## config.mk

```make
export PLATFORM = sky130hd
export DESIGN_NAME = dmem_arbiter
export DESIGN_NICKNAME = d
export VERILOG_FILES = /design/src/rtl/dmem_arbiter.sv
export SDC_FILE = /design/constraint.sdc
export NUM_CORES = 1
export LEC_CHECK = 0
export ABC_AREA = 0
export CAP_MARGIN = 20
export CORE_ASPECT_RATIO = 0.5
export CORE_MARGIN = 1
export CORE_UTILIZATION = 25
export DETAILED_ROUTE_END_ITERATION = 6
export HOLD_SLACK_MARGIN = 0.02
export PLACE_DENSITY = 0.65
export SKIP_LAST_GASP = 1
export SYNTH_ARGS = -nofsm -noshare
export SYNTH_HDL_FRONTEND = slang
export SYNTH_SLANG_ARGS = --single-unit
```

## constraint.sdc

```tcl
create_clock -name clk -period 3.49 [get_ports clk]
set_clock_uncertainty 0.15 [all_clocks]
set_input_delay 1.047 -clock clk [delete_from_list [all_inputs] [get_ports clk]]
set_output_delay 1.047 -clock clk [all_outputs]
set_load 0.01 [all_outputs]
```

## src/rtl/dmem_arbiter.sv

```systemverilog
// Two-requester data-memory arbiter: round-robin grant, one transaction at a time,
// IDLE -> ACCESS -> RESP with configurable read latency and misalignment rejection.
module dmem_arbiter #(
  parameter int ADDR_W = 32,
  parameter int DATA_W = 32,
  parameter int RD_LAT = 1
) (
  input  logic              clk,
  input  logic              rst,
  input  logic [1:0]        req,
  input  logic [1:0]        we,
  input  logic [ADDR_W-1:0] addr0,
  input  logic [ADDR_W-1:0] addr1,
  input  logic [DATA_W-1:0] wdata0,
  input  logic [DATA_W-1:0] wdata1,
  output logic [1:0]        ack,
  output logic              err,
  output logic [DATA_W-1:0] rdata,
  output logic              busy,
  output logic [ADDR_W-1:0] mem_addr,
  output logic [DATA_W-1:0] mem_wdata,
  output logic              MemWrite,
  output logic              MemRead,
  input  logic [DATA_W-1:0] mem_rdata,
  output logic [1:0]        state_dbg
);

  localparam logic [1:0] IDLE   = 2'd0;
  localparam logic [1:0] ACCESS = 2'd1;
  localparam logic [1:0] RESP   = 2'd2;

  // Handshake: a requester raises req[i] and holds it (with we/addr/wdata) until
  // ack[i] pulses for one cycle; inputs are captured once at grant, so later
  // changes or an early drop of req do not affect the transaction in flight.

  logic [1:0]        r_state;
  logic              r_grant;
  logic              r_last_grant;
  logic              r_we;
  logic              r_err;
  logic [ADDR_W-1:0] r_addr;
  logic [DATA_W-1:0] r_wdata;
  logic [DATA_W-1:0] r_rdata;
  logic [2:0]        r_cnt;

  logic              w_gnt;
  logic              w_we_sel;
  logic [ADDR_W-1:0] w_addr_sel;
  logic [DATA_W-1:0] w_wdata_sel;
  logic              w_misaligned;
  logic              w_access;
  logic              w_last_rd;

  // On contention the requester that was not served last wins.
  always_comb begin
    w_gnt = req[1];
    if (req == 2'b11) begin
      w_gnt = ~r_last_grant;
    end
  end

  assign w_we_sel     = w_gnt ? we[1]  : we[0];
  assign w_addr_sel   = w_gnt ? addr1  : addr0;
  assign w_wdata_sel  = w_gnt ? wdata1 : wdata0;
  assign w_misaligned = (w_addr_sel[1:0] != 2'b00);
  assign w_last_rd    = (r_cnt == 3'(RD_LAT - 1));

  always_ff @(posedge clk or negedge rst) begin
    if (!rst) begin
      r_state      <= IDLE;
      r_grant      <= 1'b0;
      r_last_grant <= 1'b1;
      r_we         <= 1'b0;
      r_err        <= 1'b0;
      r_addr       <= '0;
      r_wdata      <= '0;
      r_rdata      <= '0;
      r_cnt        <= 3'd0;
    end else begin
      case (r_state)
        IDLE: begin
          if (|req) begin
            r_grant <= w_gnt;
            r_we    <= w_we_sel;
            r_addr  <= w_addr_sel;
            r_wdata <= w_wdata_sel;
            r_err   <= w_misaligned;
            r_cnt   <= 3'd0;
            r_state <= w_misaligned ? RESP : ACCESS;
          end
        end
        ACCESS: begin
          if (r_we || w_last_rd) begin
            if (!r_we) begin
              r_rdata <= mem_rdata;
            end
            r_state <= RESP;
          end else begin
            r_cnt <= r_cnt + 3'd1;
          end
        end
        RESP: begin
          r_last_grant <= r_grant;
          r_err        <= 1'b0;
          r_state      <= IDLE;
        end
        default: r_state <= IDLE;
      endcase
    end
  end

  // Memory strobes decode straight from state so reset removes them at once.
  assign w_access  = (r_state == ACCESS);
  assign mem_addr  = w_access ? r_addr  : '0;
  assign mem_wdata = w_access ? r_wdata : '0;
  assign MemWrite  = w_access & r_we;
  assign MemRead   = w_access & ~r_we;

  assign ack       = (r_state == RESP) ? (r_grant ? 2'b10 : 2'b01) : 2'b00;
  assign err       = (r_state == RESP) & r_err;
  assign rdata     = r_rdata;
  assign busy      = (r_state != IDLE);
  assign state_dbg = r_state;

endmodule

```

==> impl_metrics.csv <==
group,metric,value,unit
clock_tree,cts_setup_buffers,0,
floorplanning,die_w,212,µm
floorplanning,core.rowCount,37,
worst_setup_path,cp_max_fo,35,
pwr,p_clk_frac,0.195,
timing,hold_viol_final,0,
pwr,p_sw,1.60,mW
clock_tree,path_clk_slew,0.07,ns
clock_tree,cts_buffers,9,
synth,yosysSeqAreaShare,0.477,
pwr,cellPowerDensity,620,nW/µm²
synth,synth_area_leaders,"dfrtp_1 47%, mux2_2 23%, mux2_4 13%, and2_1 7.6%, buf_6 1.6%",
synth,netlist.area_leader.share,0.473,
cells_and_area,final_util,0.419,
floorplanning,core_area,21100,µm²
routing,wl_met1,6520,µm
grt,antenna_found_initial,0,
clock_tree,clk_latency,0.35,ns
pwr,irDropWorstVdd,0.231,mV
timing,maxSlewHeadroom,0.583,
pwr,swShare,0.291,
worst_setup_path,endpoint_kind,"output pin",
floorplanning,fp.dieH,107,µm
routing,wl,16000,µm
synth,synth_nets,567,
worst_setup_path,cpMaxStageDelayCell,"clkdlybuf4s50_1",
worst_setup_path,slowest_delay,0.59,ns
timing,fin_crit,3.31,ns
worst_setup_path,critPathArrivalTime,2.11,ns
routing,dr_wl_met2,8890,µm
grt,grt_usage,0.144,
synth,synth_cells,399,
routing,drtAntennaViolNets,0,
clock_tree,cts_resized,0,
synth,synth_cell_types,34,
cells_and_area,drive_above_1_share,0.294,
cells_and_area,area_delta_synth_final,60.4,%
routing,via_count,4012,
clock_tree,clock_sinks,105,
cells_and_area,n_fill_cell,2000,
worst_hold_path,hp-class,"reg -> reg",
synth,synth_top_area_cell,"dfrtp_1",
synth,synth-async-reset-ratio,1.00,
pwr,p_int,3.88,mW
flow_run,maxCapViolCount,0,
outcome,outcome,"finished clean",
worst_setup_path,critPathRequiredTime,2.29,ns
placed_design,dp_hpwl,12100,µm
routing,wl_met3,330,µm
cells_and_area,nets,833,
worst_setup_path,criticalPathCategory,"reg -> out",
timing,hold_ws,0.349,ns
pwr,p_comb_frac,0.420,
pwr,pwr-share-seq,0.385,
routing,highest_layer,"met4",
timing,setup-violations-final,0,
synth,yosysWarnings,0,
grt,grt_pass1_wl,24600,µm
timing,max_freq,302,MHz
worst_setup_path,critPathLaunchType,"flop",
timing,period_share,0.948,
worst_setup_path,worstPathCellList,"nor2b_4 -> buf_4 -> and2_1 -> clkdlybuf4s50_1",
routing,drt-initial-drc-count,184,
grt,first_global_vias,4217,
clock_tree,cts_hold_buf,0,
clock_tree,root_buffer,"clkbuf_16",
routing,via_per_inst,4.17,
routing,drcViolationCount,0,
grt,grt_overflow,0,
timing,setup-tns-final,0,ns
clock_tree,htree_levels,3,
routing,drt_pre_antenna_iters,6,
timing,slew_viol_final,0,
cells_and_area,antennaDiodeCount,0,
timing,rsz0062_at_grt,"false",
floorplanning,io_pins,270,
pwr,static-leakage-power,3.65,nW
floorplanning,fp.dieArea,22700,µm²
routing,post_drt_wl_per_cell,16.7,µm
timing,worst_pin_slew,0.625,ns
synth,ys_seq_elements,105,
synth,synth_area,5510,µm²
placed_design,gp_congestion,0.792,
synth,synth_edf_count,0,
clock_tree,cts_tree,"done",
placed_design,port_buffers,269,
clock_tree,cts_buffer_depth,2,
floorplanning,initial_core_util,0.261,
worst_setup_path,cp_top_family,"buffers and inverters",
synth,syn_avg_cell_area,13.8,µm²
grt,grt_max_degree,49,
worst_setup_path,critPathBufInv,2,
synth,dominantRegCellSynth,"dfrtp_1",
[power groups by stage]
stage                     clock network (mW)  logic (mW)  registers, mW
final                                   1.07        2.30           2.11
after global placement                     0        2.30           2.11
after detailed placement                   0        2.33           2.12
after CTS                               1.12        2.34           2.11
after floorplan                            0        1.24           2.15
after global routing                    1.17        2.45           2.19
[worst register-to-register path: stages, from the launching register on]
cell     delay [ns]
dfrtp_1        0.51
nor2_2         0.25
inv_2          0.10
nor2_4         0.36
buf_12         0.27
mux2_2         0.37
[kinds of logic (layout without fill, tap and decap cells)]
group	count (synthesis)	in the layout	share of synthesized area
simple gates	86	86	0.0979
compound gates	13	13	0.0170
flops	105	105	0.477
mux	164	164	0.367
fa+ha+maj	2	2	0.00454
buf+inv	29	300	0.0366
[cells in the final DEF (no fill, tap or decap), types with 2 or more instances in the layout]
master,instances
dfrtp_1,104
buf_4,6
a21oi_1,3
buf_12,5
mux2i_1,4
mux2_4,47
mux2_2,113
inv_1,4
clkbuf_16,9
inv_6,2
nor2b_1,3
and2_1,67
nand2b_1,2
clkinv_4,2
nand2_1,3
o21ai_0,2
clkdlybuf4s50_1,268
nor2_1,4
ha_1,2
[synthesized netlist by cell type (2+ instances only)]
| master | n |
|---|---|
| a21oi_1 | 3 |
| and2_1 | 67 |
| buf_2 | 5 |
| buf_4 | 4 |
| buf_6 | 8 |
| clkbuf_1 | 6 |
| dfrtp_1 | 104 |
| ha_1 | 2 |
| inv_1 | 4 |
| mux2_2 | 113 |
| mux2_4 | 47 |
| mux2i_1 | 4 |
| nand2_1 | 3 |
| nand2b_1 | 2 |
| nor2_1 | 4 |
| nor2b_1 | 4 |
| o21ai_0 | 2 |
[worst paths after layout]
| path | startpoint | to | slack, ns | cells past startpoint |
|---|---|---|---|---|
| min reg2reg | r_addr[24] | r_addr[24] | 0.35 | 1 |
| max in group asynchronous | rst | r_wdata[18] | 1.92 | 2 |
| min | r_addr[24] | r_addr[24] | 0.35 | 1 |
| max | state_dbg[0] | mem_wdata[10] | 0.18 | 4 |
| max reg2reg | state_dbg[1] | r_addr[7] | 1.37 | 5 |
| min in group asynchronous | rst | r_addr[20] | 0.56 | 1 |
[area by class of cell]
class,count,area (µm²),share of cell area
clock buffers,9,225,0.0255
clock inverters,7,77.6,0.00878
inverters,5,18.8,0.00212
multi-input cells,265,2690,0.305
flip-flops and latches,105,2630,0.298
well taps,292,365,0.0414
repair buffers,279,2830,0.320
[per-layer routing]
metal,vias to the layer above,GRT usage
met5,-,0
met4,0,0.0409
met3,16,0.0243
met2,51,0.266
met1,2036,0.171
li1,1909,-
[registers in the layout (all words and copies together) (netlist names)]
| register | cells |
|---|---|
| r_wdata | 32 |
| r_grant | 1 |
| r_last_grant | 1 |
| state_dbg | 2 |
| r_addr | 32 |
| r_err | 1 |
| r_cnt | 3 |
| rdata | 32 |
| r_we | 1 |
[stage by stage]
| stage | total power [mW] | cells | instance area (µm²) | setup WS, ns |
|---|---|---|---|---|
| after detailed placement | 4.45 | 945 | 8510 | 0.384 |
| after floorplan | 3.39 | 399 | 5510 | 1.05 |
| final | 5.48 | 962 | 8830 | 0.181 |
| after global placement | 4.41 | 945 | 8510 | 0.432 |
| after CTS | 5.57 | 961 | 8810 | 0.124 |
| after global routing | 5.81 | 962 | 8830 | 0.0315 |
Note: power is estimated with default switching activity, not from simulation.
==> RTL change 1: new RTL, config.mk and constraints unchanged <==
Reset style: synchronous (`rst`), changed in one clocked block.
--- a/src/rtl/dmem_arbiter.sv
+++ b/src/rtl/dmem_arbiter.sv
@@ -65,7 +65,7 @@
   assign w_misaligned = (w_addr_sel[1:0] != 2'b00);
   assign w_last_rd    = (r_cnt == 3'(RD_LAT - 1));
 
-  always_ff @(posedge clk or negedge rst) begin
+  always_ff @(posedge clk) begin
     if (!rst) begin
       r_state      <= IDLE;
       r_grant      <= 1'b0;
Behaviour: differs if rst is asserted again (counterexample within 4 cycles, from zero or initial values and one cycle with rst low); with rst held inactive, the same outputs for 10 cycles.
==> RTL change 1 against the unedited design <==
  * Hold slack got worse by 0.046 ns
  * Cell area shrank 8.8%
  * Setup slack lost 0.0029 ns
  * Sequential cell count stayed put
  * Largest cell class unchanged
  * Wire length fell by 5.1%
  * Synthesized area shrank 13%
  * Die area is 13% lower
  * Critical path depth is the same
Power is not compared: it rests on default switching activity, and its combinational part moved more than twofold at a synthesized area within 25%.
==> RTL change 1: results (changes against the unedited design) <==
status=finished clean; Layout Nets=905 (+8.6%); IO Port Bufs=269 (unchanged); worst r2r dst=rdata[0]$_SDFFE_PN0P_; Worst Hold Path EP=r_addr[27]$_SDFFE_PN0P_; post-synth top area share=43.85% (-3.4 points); initial antenna violation count=0 (unchanged); post-synthesis mux area share=14.23% (-22 points); Final Wtd Congestion=0.7438 (-6.1%); Min Hold Slack=0.3031 ns (-0.04593 ns); Placed Area=7716 um^2 (-9.3%); WL/cell=15.20 um (-8.8%); Initial DRC Count=169 (-8.2%); R2R Setup Slk=1.46 ns (+0.09 ns); diode count=0 (unchanged); Clock transition at path regs=0.07 ns (about the same); DP HPWL=11070 um (-8.9%); peak fanout along the critical path=43 (+23%); syn_nets=661 (+17%); largest family of logic cells by synthesized area=compound AO/OA/AOI/OAI gates; hold_sp=r_addr[27]$_SDFFE_PN0P_; GR Util All Layers=15.08% (+0.73 points); VDD IR max=0.2962 mV; register area share after synthesis=43.85% (-3.9 points); M1 GR Usage=17.29% (+0.19 points); Worst R2R Path Depth=5 (unchanged); largest net degree at the start of global routing=56 (+14%); drt pass-1 iters=4 (-2); synth unique cells=38 (+12%); Max-slew headroom=57.62% (-0.70 points); Synth Area in Compound Gates=21.01% (+19 points); total CTS buffers=9 (unchanged); non-filler cells in the finished layout=1001 (+4.1%); Post-Synth XOR/XNOR Area=0% (unchanged); CP peak stage delay=0.54 ns (-0.05 ns); met3 global-route usage=3.763% (+1.3 points); R2R Path Start=state_dbg[1]$_SDFFE_PN0P_; Setup WS pre-CTS=0.3852 ns (+0.001318 ns); Synth Area in Adders=0.5221% (+0.068 points); Placed Cells incl. Taps=984 (+4.1%); internal cell power=2.273 mW; layout cells sized above 1=4.852% (-25 points); vias in the first global route=4489 (+6.5%); first-pass GRT wire length=23530 um (-4.5%); M2 GR Usage=28.06% (+1.5 points); Avg Cell Area, Syn=9.723 um^2 (-30%); dominant cells by area after synthesis=dfxtp_1 44%, mux2i_1 14%, o2bb2ai_1 12%, and2_1 8.7%, a21oi_1 3.7%; hold path depth=1 (unchanged); Post-synth top cells=105 x dfxtp_1, 67 x and2_1, 67 x mux2i_1; vias per cell=4.526 (+8.5%); Async SR Flop Fraction=0% (-100 points)
[RTL change 1: cell type report]
class	instances	area [um^2]
Timing Repair Buffer	279	2825
Tap cell	259	324.1
Clock inverter	6	91.34
Sequential cell	105	2102
Multi-Input combinational cell	337	2460
Fill cell	1818	10510
Clock buffer	10	239.0
Inverter	5	20.02
[RTL change 1: kinds of logic (layout without fill, tap and decap cells)]
kind of cell | count (synthesis) | in the layout
multiplexers | 68 | 68
flip-flops | 105 | 105
buffers and inverters | 51 | 300
AO/OA/AOI/OAI | 145 | 145
AND/OR/NAND/NOR | 122 | 122
adder cells (fa/ha/maj) | 2 | 2
[RTL change 1: layer usage]
layer | up-vias | share of wire, %
li1 | 2268 | -
met3 | 18 | 4.6
met5 | - | 0
met2 | 119 | 51
met4 | 0 | 1.5
met1 | 2126 | 43
[RTL change 1: worst register-to-register path, delay by kind of cell, from the launching register on]
family                 cells  cell delay [ns]
and+or+nand+nor            2             0.76
DFF                        1             0.46
buffers and inverters      2             0.45
AOI/OAI and AO/OA          1             0.14
[RTL change 1: how the worst max path moves through the flow]
stage,to,slack (ns),depth (start not counted),from
final,mem_wdata[4],0.18,4,state_dbg[0]$_SDFFE_PN0P_
after CTS,mem_addr[6],0.13,4,state_dbg[0]$_SDFFE_PN0P_
after floorplan,mem_addr[21],1.04,4,state_dbg[0]$_SDFFE_PN0P_
after global routing,mem_wdata[9],0.02,4,state_dbg[0]$_SDFFE_PN0P_
after global placement,r_addr[29]$_SDFFE_PN0P_,0.42,5,req[0]
after detailed placement,r_addr[4]$_SDFFE_PN0P_,0.39,5,req[0]
==> RTL change 2: new RTL, same settings <==
Without the edit above. Change the parameter `ADDR_W` from 32 to 64.
--- a/src/rtl/dmem_arbiter.sv
+++ b/src/rtl/dmem_arbiter.sv
@@ -1,7 +1,7 @@
 // Two-requester data-memory arbiter: round-robin grant, one transaction at a time,
 // IDLE -> ACCESS -> RESP with configurable read latency and misalignment rejection.
 module dmem_arbiter #(
-  parameter int ADDR_W = 32,
+  parameter int ADDR_W = 64,
   parameter int DATA_W = 32,
   parameter int RD_LAT = 1
 ) (
Interface: changed (resized addr0, addr1 and mem_addr); port bits go from 270 to 366. The function was not compared with the original's and may differ.
==> RTL change 2 against the unedited design <==
  * Register-to-register slack worse by 0.30 ns
  * Power is 46% higher
  * Cell area is 38% higher
  * Setup slack worse by 0.052 ns
  * Synthesized cell count is 35% higher
  * Wire length is 47% higher
  * Critical endpoint is now mem_addr[24]
  * Synthesized area is 35% higher
  * Sequential cell count is 32 higher
==> RTL change 2: results (changes against the unedited design) <==
status=finished clean; Core ar.=29070 um^2 (+38%); Final Wtd Congestion=0.8347 (+5.4%); DP HPWL=17550 um (+44%); Syn-to-layout area delta=64.37%; register area share after synthesis=46.24% (-1.5 points); # clk buffers=17 (+8); Setup WS pre-CTS=0.4058 ns (+0.02192 ns); post-synthesis mux area share=37.94% (+1.3 points); Non-clock buffer share=31.58% (-0.43 points); syn_nets=770 (+36%); Leakage=5.026 nW (+38%); CP peak stage delay=0.55 ns (-0.04 ns); Reg power frac=34.9% (-3.6 points); met3 global-route usage=2.995% (+0.56 points); top sig layer=met5; IO Port Bufs=365 (+36%); M1 GR Usage=18.04% (+0.94 points); initial antenna violation count=1 (+1); internal cell power=5.762 mW (+48%); Placed Cells incl. Taps=1269 (+34%); largest net degree at the start of global routing=70 (+43%); drt pass-1 iters=4 (-2); peak fanout along the critical path=49 (+40%); area of the multi-input gates=3705 um^2 (+38%); met2 routed WL=13060 um (+47%); dominant cells by area after synthesis=dfrtp_1 46%, mux2_2 24%, mux2_4 14%, and2_1 8.4%, buf_8 2.0%; WL final=23540 um (+47%); Synth Area in Compound Gates=1.316% (-0.39 points); hold_sp=r_addr[16]$_DFFE_PN0P_; via count=5442 (+36%); M2 GR Usage=27.94% (+1.4 points); R2R Path Start=r_cnt[0]$_DFFE_PN0P_; vias per cell=4.180 (+0.22%); Seq area share=28.14% (-1.6 points); Worst Tran Pin Value=1.053 ns (+0.4279 ns); multi-input gates=361 (+36%); Placed Area=11460 um^2 (+35%); H-tree depth=4 (+1); VDD IR max=0.2731 mV (+18%)
RTL change 2: cell count changes after synthesis, sizes merged:
| cell | unedited run | this run |
|---|---|---|
| buf | 18 | 26 |
| nand2b | 2 | 1 |
| clkbuf | 6 | 9 |
| and2 | 67 | 99 |
| or2b | 0 | 1 |
| dfrtp | 104 | 136 |
| mux2 | 160 | 224 |
RTL change 2: path summary, 6_finish.rpt:
kind                                     endpoint  depth (start not counted)  slack [ns]
hold reg to reg            r_addr[16]$_DFFE_PN0P_                          1        0.35
min in group asynchronous   rdata[11]$_DFFE_PN0P_                          1        0.49
setup reg to reg            rdata[18]$_DFFE_PN0P_                          5        1.07
setup / recovery                     mem_addr[24]                          4        0.13
max in group asynchronous  r_addr[47]$_DFFE_PN0P_                          2        1.92
hold / removal             r_addr[16]$_DFFE_PN0P_                          1        0.35
RTL change 2: timing repair:
item                                    4_1_cts  5_1_grt
gates cloned                                  1        0
pin swaps                                     0        0
endpoints found under the setup margin        5       49
resized for setup                             0        1
buffers inserted                              0        0
